**config.mk**
```make
export PLATFORM = sky130hd
export DESIGN_NAME = intr_ctrl
export DESIGN_NICKNAME = d
export VERILOG_FILES = /design/src/rtl/intr_ctrl.sv
export SDC_FILE = /design/constraint.sdc
export NUM_CORES = 1
export LEC_CHECK = 0
export ABC_AREA = 1
export ABC_CLOCK_PERIOD_IN_PS = 1400
export CAP_MARGIN = 30
export CORE_MARGIN = 10
export CORE_UTILIZATION = 37
export CTS_BUF_LIST = sky130_fd_sc_hd__clkbuf_16
export DETAILED_ROUTE_END_ITERATION = 8
export MAX_ROUTING_LAYER = met4
export PLACE_DENSITY = 0.76
export SETUP_SLACK_MARGIN = 0.1
export SYNTH_ARGS = -nofsm -noshare
export SYNTH_HDL_FRONTEND = slang
export SYNTH_SLANG_ARGS = --single-unit
```
**constraint.sdc**
```tcl
create_clock -name clk -period 1.4 [get_ports clk]
set_input_delay 0.21 -clock clk [delete_from_list [all_inputs] [get_ports clk]]
set_output_delay 0.21 -clock clk [all_outputs]
set_load 0.01 [all_outputs]
```
**src/rtl/intr_ctrl.sv**
```systemverilog
// intr_ctrl: synchronised, maskable, fixed-priority interrupt controller with a
// req/ack/EOI CPU handshake. Define INTR_CTRL_NEST_EN to allow nested service.
module intr_ctrl #(
  parameter int N_SRC = 6
) (
  input  logic             clk,
  input  logic             reset,
  input  logic [29:0]      Addr,
  input  logic             WE,
  input  logic [31:0]      Din,
  output logic [31:0]      Dout,
  input  logic [N_SRC-1:0] src_irq,
  output logic             int_req,
  output logic [2:0]       int_id,
  input  logic             int_ack
);

  typedef enum logic [1:0] {
    S_IDLE   = 2'd0,
    S_REQ    = 2'd1,
    S_INSERV = 2'd2
  } state_t;

  state_t state_reg, state_next;

  logic [N_SRC-1:0] sync1_reg, sync2_reg, sync_d_reg;
  logic [N_SRC-1:0] mask_reg, edge_reg, pend_reg, pend_next;
  logic [N_SRC-1:0] inserv_reg, inserv_next;
  logic [2:0]       id_reg, id_next;

  logic [N_SRC-1:0] eff;
  logic [N_SRC-1:0] rise;
  logic [N_SRC-1:0] pend_clr;
  logic [N_SRC-1:0] ack_clr;
  logic [N_SRC-1:0] id_onehot;
  logic             eff_any;
  logic [2:0]       win_id;
  logic             isv_any;
  logic [2:0]       isv_id;

  logic wr_mask, wr_edge, wr_pend, wr_eoi;

  logic unused_ok;
  assign unused_ok = ^{Addr[29:2], Din[31:N_SRC]};

  assign wr_mask = WE && (Addr[1:0] == 2'd0);
  assign wr_edge = WE && (Addr[1:0] == 2'd1);
  assign wr_pend = WE && (Addr[1:0] == 2'd2);
  assign wr_eoi  = WE && (Addr[1:0] == 2'd3);

  assign eff     = pend_reg & mask_reg;
  assign eff_any = |eff;
  assign isv_any = |inserv_reg;

  assign pend_clr = (wr_pend ? Din[N_SRC-1:0] : '0) | ack_clr;

  // Per-source pending update; a fresh rising edge beats any clear in the same cycle.
  genvar gi;
  generate
    for (gi = 0; gi < N_SRC; gi++) begin : g_pend
      assign rise[gi]      = sync2_reg[gi] & ~sync_d_reg[gi];
      assign pend_next[gi] = edge_reg[gi]
                           ? ((pend_reg[gi] & ~pend_clr[gi]) | rise[gi])
                           : sync2_reg[gi];
    end
  endgenerate

  always_comb begin
    win_id = 3'd0;
    for (int i = N_SRC - 1; i >= 0; i--) begin
      if (eff[i]) win_id = i[2:0];
    end
  end

  always_comb begin
    isv_id = 3'd0;
    for (int i = N_SRC - 1; i >= 0; i--) begin
      if (inserv_reg[i]) isv_id = i[2:0];
    end
  end

  always_comb begin
    id_onehot         = '0;
    id_onehot[id_reg] = 1'b1;
  end

  always_ff @(posedge clk or negedge reset) begin
    if (!reset) begin
      sync1_reg  <= '0;
      sync2_reg  <= '0;
      sync_d_reg <= '0;
      mask_reg   <= '0;
      edge_reg   <= '0;
      pend_reg   <= '0;
      inserv_reg <= '0;
    end else begin
      sync1_reg  <= src_irq;
      sync2_reg  <= sync1_reg;
      sync_d_reg <= sync2_reg;
      if (wr_mask) mask_reg <= Din[N_SRC-1:0];
      if (wr_edge) edge_reg <= Din[N_SRC-1:0];
      pend_reg   <= pend_next;
      inserv_reg <= inserv_next;
    end
  end

  always_ff @(posedge clk or negedge reset) begin
    if (!reset) begin
      state_reg <= S_IDLE;
      id_reg    <= 3'd0;
    end else begin
      state_reg <= state_next;
      id_reg    <= id_next;
    end
  end

  always_comb begin
    state_next  = state_reg;
    id_next     = id_reg;
    inserv_next = inserv_reg;
    ack_clr     = '0;
`ifdef INTR_CTRL_NEST_EN
    // EOI retires the highest-priority (lowest-index) service level.
    if (wr_eoi && isv_any) inserv_next[isv_id] = 1'b0;
`endif
    case (state_reg)
      S_IDLE: begin
        if (eff_any) begin
          state_next = S_REQ;
          id_next    = win_id;
        end
      end
      S_REQ: begin
        // Ack takes priority over a request withdrawn in the same cycle.
        if (int_ack) begin
          state_next          = S_INSERV;
          inserv_next[id_reg] = 1'b1;
          ack_clr             = id_onehot;
        end else if (!eff[id_reg]) begin
          state_next = (|inserv_next) ? S_INSERV : S_IDLE;
        end
      end
      S_INSERV: begin
`ifdef INTR_CTRL_NEST_EN
        if (inserv_next == '0) begin
          state_next = S_IDLE;
        end else if (!wr_eoi && eff_any && (win_id < isv_id)) begin
          state_next = S_REQ;
          id_next    = win_id;
        end
`else
        if (wr_eoi) begin
          inserv_next = '0;
          state_next  = S_IDLE;
        end
`endif
      end
      default: begin
        state_next = S_IDLE;
      end
    endcase
  end

  assign int_req = (state_reg == S_REQ);
  assign int_id  = id_reg;

  always_comb begin
    Dout = '0;
    case (Addr[1:0])
      2'd0: Dout[N_SRC-1:0] = mask_reg;
      2'd1: Dout[N_SRC-1:0] = edge_reg;
      2'd2: Dout[N_SRC-1:0] = pend_reg;
      default: begin
        Dout[2:0]           = isv_id;
        Dout[3]             = isv_any;
        Dout[N_SRC+7:8]     = sync2_reg;
        Dout[N_SRC+15:16]   = inserv_reg;
      end
    endcase
  end

endmodule

```
==> results of run 1 <==
==> per-layer routing <==
layer | GRT usage | part of all wire
met5 | - | 0
met1 | 0.1563 | 0.43
met3 | 0.03183 | 0.054
met2 | 0.2114 | 0.51
met4 | 0.03087 | 0.0044
==> synth_stat cells (2+ instances only) <==
master	count	share of area
nand2_1	95	0.15
buf_2	2	0.0043
nor2_1	26	0.042
nand3_1	10	0.022
o21ai_0	15	0.032
dfrtp_1	47	0.51
nor3_1	4	0.0086
ha_1	3	0.016
a21oi_1	10	0.022
o2111ai_1	3	0.011
clkbuf_1	2	0.0032
nand4_1	10	0.027
buf_4	14	0.045
inv_1	41	0.066
==> kinds of logic after synthesis <==
family | synth area share
fa+ha+maj | 0.01620
buf+inv | 0.1193
simple gates | 0.2721
flops | 0.5076
compound gates | 0.08316
other cells | 0.001618
==> final cells by class <==
cell class                      count  area, um2  share of cell area
Tap cell                           75      93.84             0.02810
Timing Repair Buffer               78      639.4              0.1915
Clock buffer                        5      125.1             0.03747
Clock inverter                      3      20.02            0.005995
Multi-Input combinational cell    198       1116              0.3342
Sequential cell                    47       1179              0.3529
Inverter                           41      166.4             0.04983
==> stage by stage <==
step / area [um2] / util / hold WS, ps
after floorplan: 2386 / - / -85.59
after global placement: 2973 / 0.4962 / 208.5
after detailed placement: 2973 / 0.4962 / 213.8
after CTS: 3167 / 0.5286 / 350.7
after global routing: 3339 / 0.5574 / 350.3
final: 3339 / 0.5574 / 347.6
==> how the worst min path moves through the flow <==
| stage | to | from | depth (start not counted) | slack [ps] |
|---|---|---|---|---|
| 6_report | sync2_reg[5]$_DFF_PN0_ | sync1_reg[5]$_DFF_PN0_ | 0 | 350 |
| 5_1_grt | sync1_reg[3]$_DFF_PN0_ | src_irq[3] | 1 | 350 |
| 4_1_cts | sync2_reg[5]$_DFF_PN0_ | sync1_reg[5]$_DFF_PN0_ | 0 | 350 |
| 3_5_place_dp | sync1_reg[0]$_DFF_PN0_ | reset | 2 | 210 |
| 3_3_place_gp | sync1_reg[0]$_DFF_PN0_ | reset | 2 | 210 |
| 2_1_floorplan | edge_reg[0]$_DFFE_PN0P_ | reset | 0 | -90 |
==> power by group <==
| group | switching (mW) | leakage, nW | internal [mW] | total [mW] |
|---|---|---|---|---|
| logic | 1.40 | 1.07 | 1.18 | 2.59 |
| registers | 0.258 | 0.561 | 1.62 | 1.88 |
| clock network | 0.525 | 0.0674 | 0.659 | 1.18 |
==> timing repair <==
action | CTS | global route
pin swaps | 10 | 33
hold buffers | 1 | 0
buffers inserted | 4 | 6
endpoints found under the hold margin | 47 | 0
setup endpoints to repair | 36 | 34
gates resized for setup | 98 | 56
==> impl_metrics.tcl, run 1 <==
set metrics [dict create \
    ys.flop_type "dfrtp_1" \
    layout_common_cells "nand2_1, dfrtp_1, buf_4, inv_1, nor2_1" \
    drive_gt1_frac 0.3280 \
    hp-class "reg -> reg" \
    worst_setup_path_end_kind "output pin" \
    period_share 1.123 \
    drtIter0Drc 120 \
    clk_latency_ps 290 \
    drc 0 \
    start_kind "register" \
    slowest_stage "dfrtp_1" \
    peakVddDrop_uv 937.5 \
    cp_top_family "flip-flops" \
    setup_ws_ps -172.8 \
    cts_inserted_buffers 5 \
    rows 28 \
    ys_warn_count 0 \
    syn-cell-area_um2 2317 \
    synth_cell_types 23 \
    gp_congestion 0.9165 \
    antenna_found_initial 0 \
    port_buffers 39 \
    wire_per_inst_um 14.19 \
    clockBufferDepth 2 \
    cts_tree "yes" \
    dp_hpwl_um 4506 \
    die_area_um2 9828 \
    start_util 0.3868 \
    die_y_um 99.14 \
    worstReg2RegEnd "state_reg[1]$_DFFE_PN0P_" \
    diodes 0 \
    endpoint "Dout[0]" \
    grt_pass1_wl_um 10340 \
    synth-seq-cells 47 \
    ant_nets 0 \
    grt_max_degree 48 \
    pin_count 108 \
    status "finished with violations" \
    dp_slack_ps -668.7 \
    dr.pass1.iters 5 \
    final_common_cell "nand2_1" \
    final_hold_viol_count 0 \
    grt_pass1_vias 2121 \
    power_mw 5.650 \
    setup_tns_ps -701.4 \
    nets 446 \
    fmax_mhz 635.8 \
    fillers 557 \
    crit_cells 6 \
    rr_startpoint "state_reg[1]$_DFFE_PN0P_" \
    rrSetupSlack_ps -30 \
    fin_cells 447 \
    drt_wl_total_um 6341 \
    path_class "reg -> out" \
    synthToLayoutAreaGrowth_pct 44.11 \
    setup_viol 12 \
    powerDensity_nw_per_um2 1692 \
    async_flop_share 1.000 \
    arrival_ps 1360 \
    clkTransAtPathRegs_ps 60 \
    crit_buf_inv 2 \
    track_usage 0.1291 \
    syn_area_per_cell_um2 7.963 \
    yosysSeqAreaShare 0.5076 \
    crit_path_max_fanout 2 \
    rsz0062_at_grt "true" \
    gr-total-overflow 0 \
    rr_worst_depth 10 \
    slowest_delay_ps 420 \
    critPathRequiredTime_ps 1190 \
    cts-root-buf "clkbuf_16" \
    via_per_inst 4.828 \
    violations "negative setup slack" \
    clock-sinks 47 \
    fp.dieW_um 99.14 \
    cap_viol_max_count 0 \
    dp_cells 429 \
    netlist_instances 291 \
    path_cells "buf_6, a21oi_4, o21ai_2, nand3_1, nand4_1, buf_2" \
    vias 2158 \
    synth_edf_count 0 \
    coreArea_um2 5991 \
    crit_start "inserv_reg[3]$_DFFE_PN0P_" \
    cts_max_level 2 \
    leakage_nw 1.694 \
    maxSlewViolCount 0 \
    fin_skew_ps 7.514 \
    period_needed_ps 1573 \
]
No activity file was read; power rests on OpenSTA's default activity.
==> run 2, diff against run 1 <==
- REMOVE_ABC_BUFFERS: unset -> 1
==> impl_metrics.tcl, run 2 (synthesized netlist as in run 1, its figures left out) <==
set metrics [dict create \
    setup_viol 12 \
    pin_count 108 \
    fmax_mhz 635.9 \
    hp-class "reg -> reg" \
    drt_wl_total_um 6414 \
    via_per_inst 4.751 \
    wire_per_inst_um 14.29 \
    fp.dieW_um 99.14 \
    dr.pass1.iters 4 \
    drc 0 \
    rr_startpoint "state_reg[1]$_DFFE_PN0P_" \
    leakage_nw 1.689 \
    drive_gt1_frac 0.3235 \
    violations "negative setup slack" \
    dp_hpwl_um 4498 \
    clockBufferDepth 2 \
    final_util 0.5683 \
    worst_setup_path_end_kind "output pin" \
    fillers 526 \
    critPathRequiredTime_ps 1190 \
    grt_max_degree 48 \
    die_area_um2 9828 \
    gp_congestion 0.9442 \
    crit_path_max_fanout 3 \
    grt_pass1_vias 2248 \
    maxSlewViolCount 0 \
    arrival_ps 1360 \
    cap_viol_max_count 0 \
    rows 28 \
    drtIter0Drc 120 \
    antenna_found_initial 0 \
    hold_ws_ps 350.5 \
    grt_pass1_wl_um 10470 \
    powerDensity_nw_per_um2 1695 \
    rsz0062_at_grt "true" \
    die_y_um 99.14 \
    slowest_delay_ps 420 \
    clk_latency_ps 290 \
    period_share 1.123 \
    status "finished with violations" \
    path_cells "nor2_4, nand4_1, nand2_1, nand4_1, buf_2" \
    diodes 0 \
    synthToLayoutAreaGrowth_pct 46.92 \
    crit_start "inserv_reg[2]$_DFFE_PN0P_" \
    holdCritStartpoint "sync1_reg[2]$_DFF_PN0_" \
    final_common_cell "nand2_1" \
    cts_max_level 2 \
    gr-total-overflow 0 \
    fin_skew_ps 2.597 \
    peakVddDrop_uv 862.9 \
    path_class "reg -> out" \
    vias 2133 \
    clock-sinks 47 \
    cts_tree "yes" \
    cts-root-buf "clkbuf_16" \
    clkTransAtPathRegs_ps 60 \
    dp_slack_ps -741.5 \
    start_util 0.3868 \
    cp_common_cell "nand4_1" \
    setup_ws_ps -172.6 \
    period_needed_ps 1573 \
    final_hold_viol_count 0 \
    layout_common_cells "nand2_1, dfrtp_1, buf_4, inv_1, nor2_1" \
    port_buffers 39 \
    track_usage 0.1311 \
    ant_nets 0 \
    setup_tns_ps -861.1 \
    start_kind "register" \
    slowest_stage "dfrtp_1" \
    coreArea_um2 5991 \
    power_mw 5.770 \
    nets 449 \
    cts_inserted_buffers 5 \
]
## run 2: cell count changes in the layout (fill, tap and decap cells not counted), moves of 2 or more
cell	before	now
clkdlybuf4s15_2	0	5
clkbuf_2	5	2
nand2_1	86	89
nand2_2	7	4
nor3_1	1	4
nor3_2	3	0
buf_4	28	30
## run 2: critical path: cells and delay by family (launching register included)
kind,cells,cell delay [ps]
buf+inv,1,160
simple gates,4,490
flops,1,420
## run 2: cell type report
cell class / count / area, um2 / share of cell area
Sequential cell: 47 / 1180 / 0.3466
Multi-Input combinational cell: 198 / 1119 / 0.3286
Timing Repair Buffer: 81 / 685.7 / 0.2014
Inverter: 41 / 163.9 / 0.04814
Clock buffer: 5 / 125.1 / 0.03675
Tap cell: 75 / 93.84 / 0.02756
Clock inverter: 2 / 37.54 / 0.01103
## run 2: path summary, 6_finish.rpt
path / slack (ps) / depth (start not counted) / endpoint
setup / recovery: -170 / 5 / Dout[3]
hold / removal: 350 / 0 / sync2_reg[2]$_DFF_PN0_
setup reg to reg: -50 / 7 / inserv_reg[1]$_DFFE_PN0P_
hold reg to reg: 350 / 0 / sync2_reg[2]$_DFF_PN0_
max in group asynchronous: 740 / 3 / int_id[0]$_DFFE_PN0P_
min in group asynchronous: 430 / 3 / sync1_reg[2]$_DFF_PN0_
## run 2: through the flow
step | instances | instance area, um2
2_1_floorplan | 286 | 2243
3_3_place_gp | 430 | 2960
3_5_place_dp | 430 | 2960
4_1_cts | 444 | 3298
5_1_grt | 449 | 3405
6_report | 449 | 3405
## run 2: power breakdown
part / leakage (nW) / total, mW / switching (mW) / internal (mW)
Clock: 0.0759 / 1.33 / 0.495 / 0.832
Sequential: 0.560 / 1.88 / 0.259 / 1.62
Combinational: 1.05 / 2.56 / 1.39 / 1.17
## run 2: per-layer routing
layer	vias to the layer above	wire, um	global-route usage
li1	1050	-	-
met1	988	2609	0.1398
met2	79	3249	0.2290
met3	16	403	0.03737
met4	0	150	0.04190
met5	-	0	-
## run 2: what timing repair did
action,CTS,global route
endpoints found under the setup margin,41,33
resized for setup,133,25
endpoints found under the hold margin,47,0
cloned,0,0
hold buffers,1,0
setup buffers,8,7
pin swaps,24,25
==> run 3, diff against run 2 <==
- ABC_AREA: 1 -> unset
==> impl_metrics.tcl, run 3 <==
set metrics [dict create \
    status "finished with violations" \
    violations "negative setup slack" \
    dp_cells 366 \
    fp.dieW_um 98.73 \
    grt_pass1_vias 2370 \
    peakVddDrop_uv 1054 \
    pin_count 108 \
    rsz0062_at_grt "true" \
    sequentialPowerShare 0.255 \
    slowest_delay_ps 510 \
    fin_cells 413 \
    start_kind "register" \
    top_layer_used "met4" \
    fillers 429 \
    port_buffers 39 \
    synth_top_area_share 0.5128 \
    setup_viol 22 \
    cts_tree "yes" \
    synthToLayoutAreaGrowth_pct 76.65 \
    leakage_nw 1.837 \
    fmax_mhz 484.3 \
    ant_nets 0 \
    clk_latency_ps 290 \
    start_util 0.3851 \
    via_per_inst 5.249 \
    clkTransAtPathRegs_ps 60 \
    cts_inserted_buffers 5 \
    netlist_instances 204 \
    synth.area.top_cells "dfrtp_1, mux2_2, buf_4" \
    syn-cell-area_um2 2293 \
    track_usage 0.1587 \
    vias 2168 \
    crit_path_max_fanout 2 \
    cts_max_level 2 \
    gp_congestion 0.9197 \
    critPathRequiredTime_ps 1190 \
    synth_cell_types 41 \
    final_hold_viol_count 0 \
    fin_skew_ps 8.276 \
    dr_wl_met3_um 405 \
    nets 411 \
    drt_wl_total_um 7945 \
    wl_met1_um 3185 \
    hp-class "reg -> reg" \
    yosys-top-cells-count "dfrtp_1, nand2_1, buf_4" \
    worst_setup_path_end_kind "output pin" \
    final_area_um2 4051 \
    wl_met2_um 4200 \
    layout_common_cells "buf_4, buf_6, dfrtp_1, nand2_1, conb_1" \
    die_y_um 98.73 \
    setup_ws_ps -664.7 \
    clockBufferDepth 2 \
    combinationalPowerShare 0.542 \
    cap_viol_max_count 0 \
    wire_per_inst_um 19.24 \
    cts-root-buf "clkbuf_16" \
    period_share 1.475 \
    synth_edf_count 0 \
    grt_pass1_wl_um 12140 \
    yosys.area.top_type "dfrtp_1" \
    hold_ws_ps 349.8 \
    period_needed_ps 2065 \
    coreArea_um2 5956 \
    drtIter0Drc 93 \
    clock-sinks 47 \
    yosysMostFrequentCell "dfrtp_1" \
    rr_worst_depth 6 \
    final_common_cell "buf_4" \
    yosysSeqAreaShare 0.5128 \
    syn_area_per_cell_um2 11.24 \
    final_util 0.6803 \
    slowest_stage "mux4_2" \
    cp_top_family "simple AND/OR/NAND/NOR gates" \
    power_mw 7.646 \
    crit_cells 4 \
    dr.pass1.iters 4 \
    placed_area_um2 3123 \
    path_cells "nor4_2, nand2_1, mux4_2, buf_6" \
    synth-seq-cells 47 \
    drive_gt1_frac 0.6113 \
    path_class "reg -> out" \
    maxSlewViolCount 0 \
    arrival_ps 1850 \
    powerDensity_nw_per_um2 1887 \
    crit_buf_inv 1 \
    async_flop_share 1.000 \
    p_switching_mw 2.654 \
    drc 0 \
    gr-total-overflow 0 \
    hold_depth 0 \
    antenna_found_initial 1 \
    grt_max_degree 48 \
    rows 28 \
    ys.flop_type "dfrtp_1" \
    ys_warn_count 0 \
    pwr-share-clk 0.203 \
    die_area_um2 9748 \
    intPower_mw 4.992 \
    dp_hpwl_um 4690 \
    sw_frac_of_total 0.3471 \
]
run 3: what timing repair did:
action / 4_1_cts / 5_1_grt
gates resized for setup: 193 / 35
buffers inserted: 24 / 16
setup endpoints to repair: 49 / 32
hold buffers: 1 / 0
hold endpoints to repair: 47 / 0
pin swaps: 27 / 17
run 3: final timing paths:
kind                            slack (ps)                       from                       end
min in group asynchronous              430                      reset  state_reg[1]$_DFFE_PN0P_
worst min register to register         350     sync1_reg[1]$_DFF_PN0_    sync2_reg[1]$_DFF_PN0_
worst max register to register        -210    mask_reg[4]$_DFFE_PN0P_  state_reg[0]$_DFFE_PN0P_
max in group asynchronous              730                      reset   mask_reg[4]$_DFFE_PN0P_
worst min-delay path                   350     sync1_reg[1]$_DFF_PN0_    sync2_reg[1]$_DFF_PN0_
worst max-delay path                  -660  inserv_reg[0]$_DFFE_PN0P_                   Dout[3]
run 3: layout make-up:
class                      instances  area, um2  area share
multi-input combinational        140       1318      0.3252
timing repair buffer             135       1226      0.3027
sequential                        47       1184      0.2922
clock buffer                       5      125.1     0.03088
tap                               75      93.84     0.02316
clock inverter                     3      71.32     0.01760
inverter                           7      31.28    0.007721
antenna                            1      2.502   0.0006177
run 3: per-layer routing:
metal	GRT usage	up-vias
li1	-	983
met1	0.1667	1106
met2	0.2708	64
met3	0.04958	15
met4	0.06505	0
met5	-	-
run 3: cells by family (layout without fill, tap and decap cells):
logic type,count (synthesis),in the layout,synth area share
compound gates,37,37,0.1146
fa+ha+maj,3,3,0.01637
buf+inv,30,150,0.08620
flops,47,47,0.5128
mux,21,21,0.1227
other cells,1,15,0.001635
simple gates,65,65,0.1457
run 3: through the flow:
stage	setup slack, ps	setup TNS, ps
2_1_floorplan	-262.4	-524.6
3_3_place_gp	-698.9	-22990
3_5_place_dp	-701.7	-23450
4_1_cts	-603.4	-2692
5_1_grt	-724.8	-4584
6_report	-664.7	-3332
run 3: power by group through the flow:
stage                     Sequential (mW)  Clock, mW  Combinational [mW]
after detailed placement             1.92          0                2.42
after CTS                            1.92       1.57                3.52
after global placement               1.90          0                2.39
final                                1.95       1.55                4.15
after floorplan                      1.94          0               0.984
after global routing                 1.98       1.64                4.38
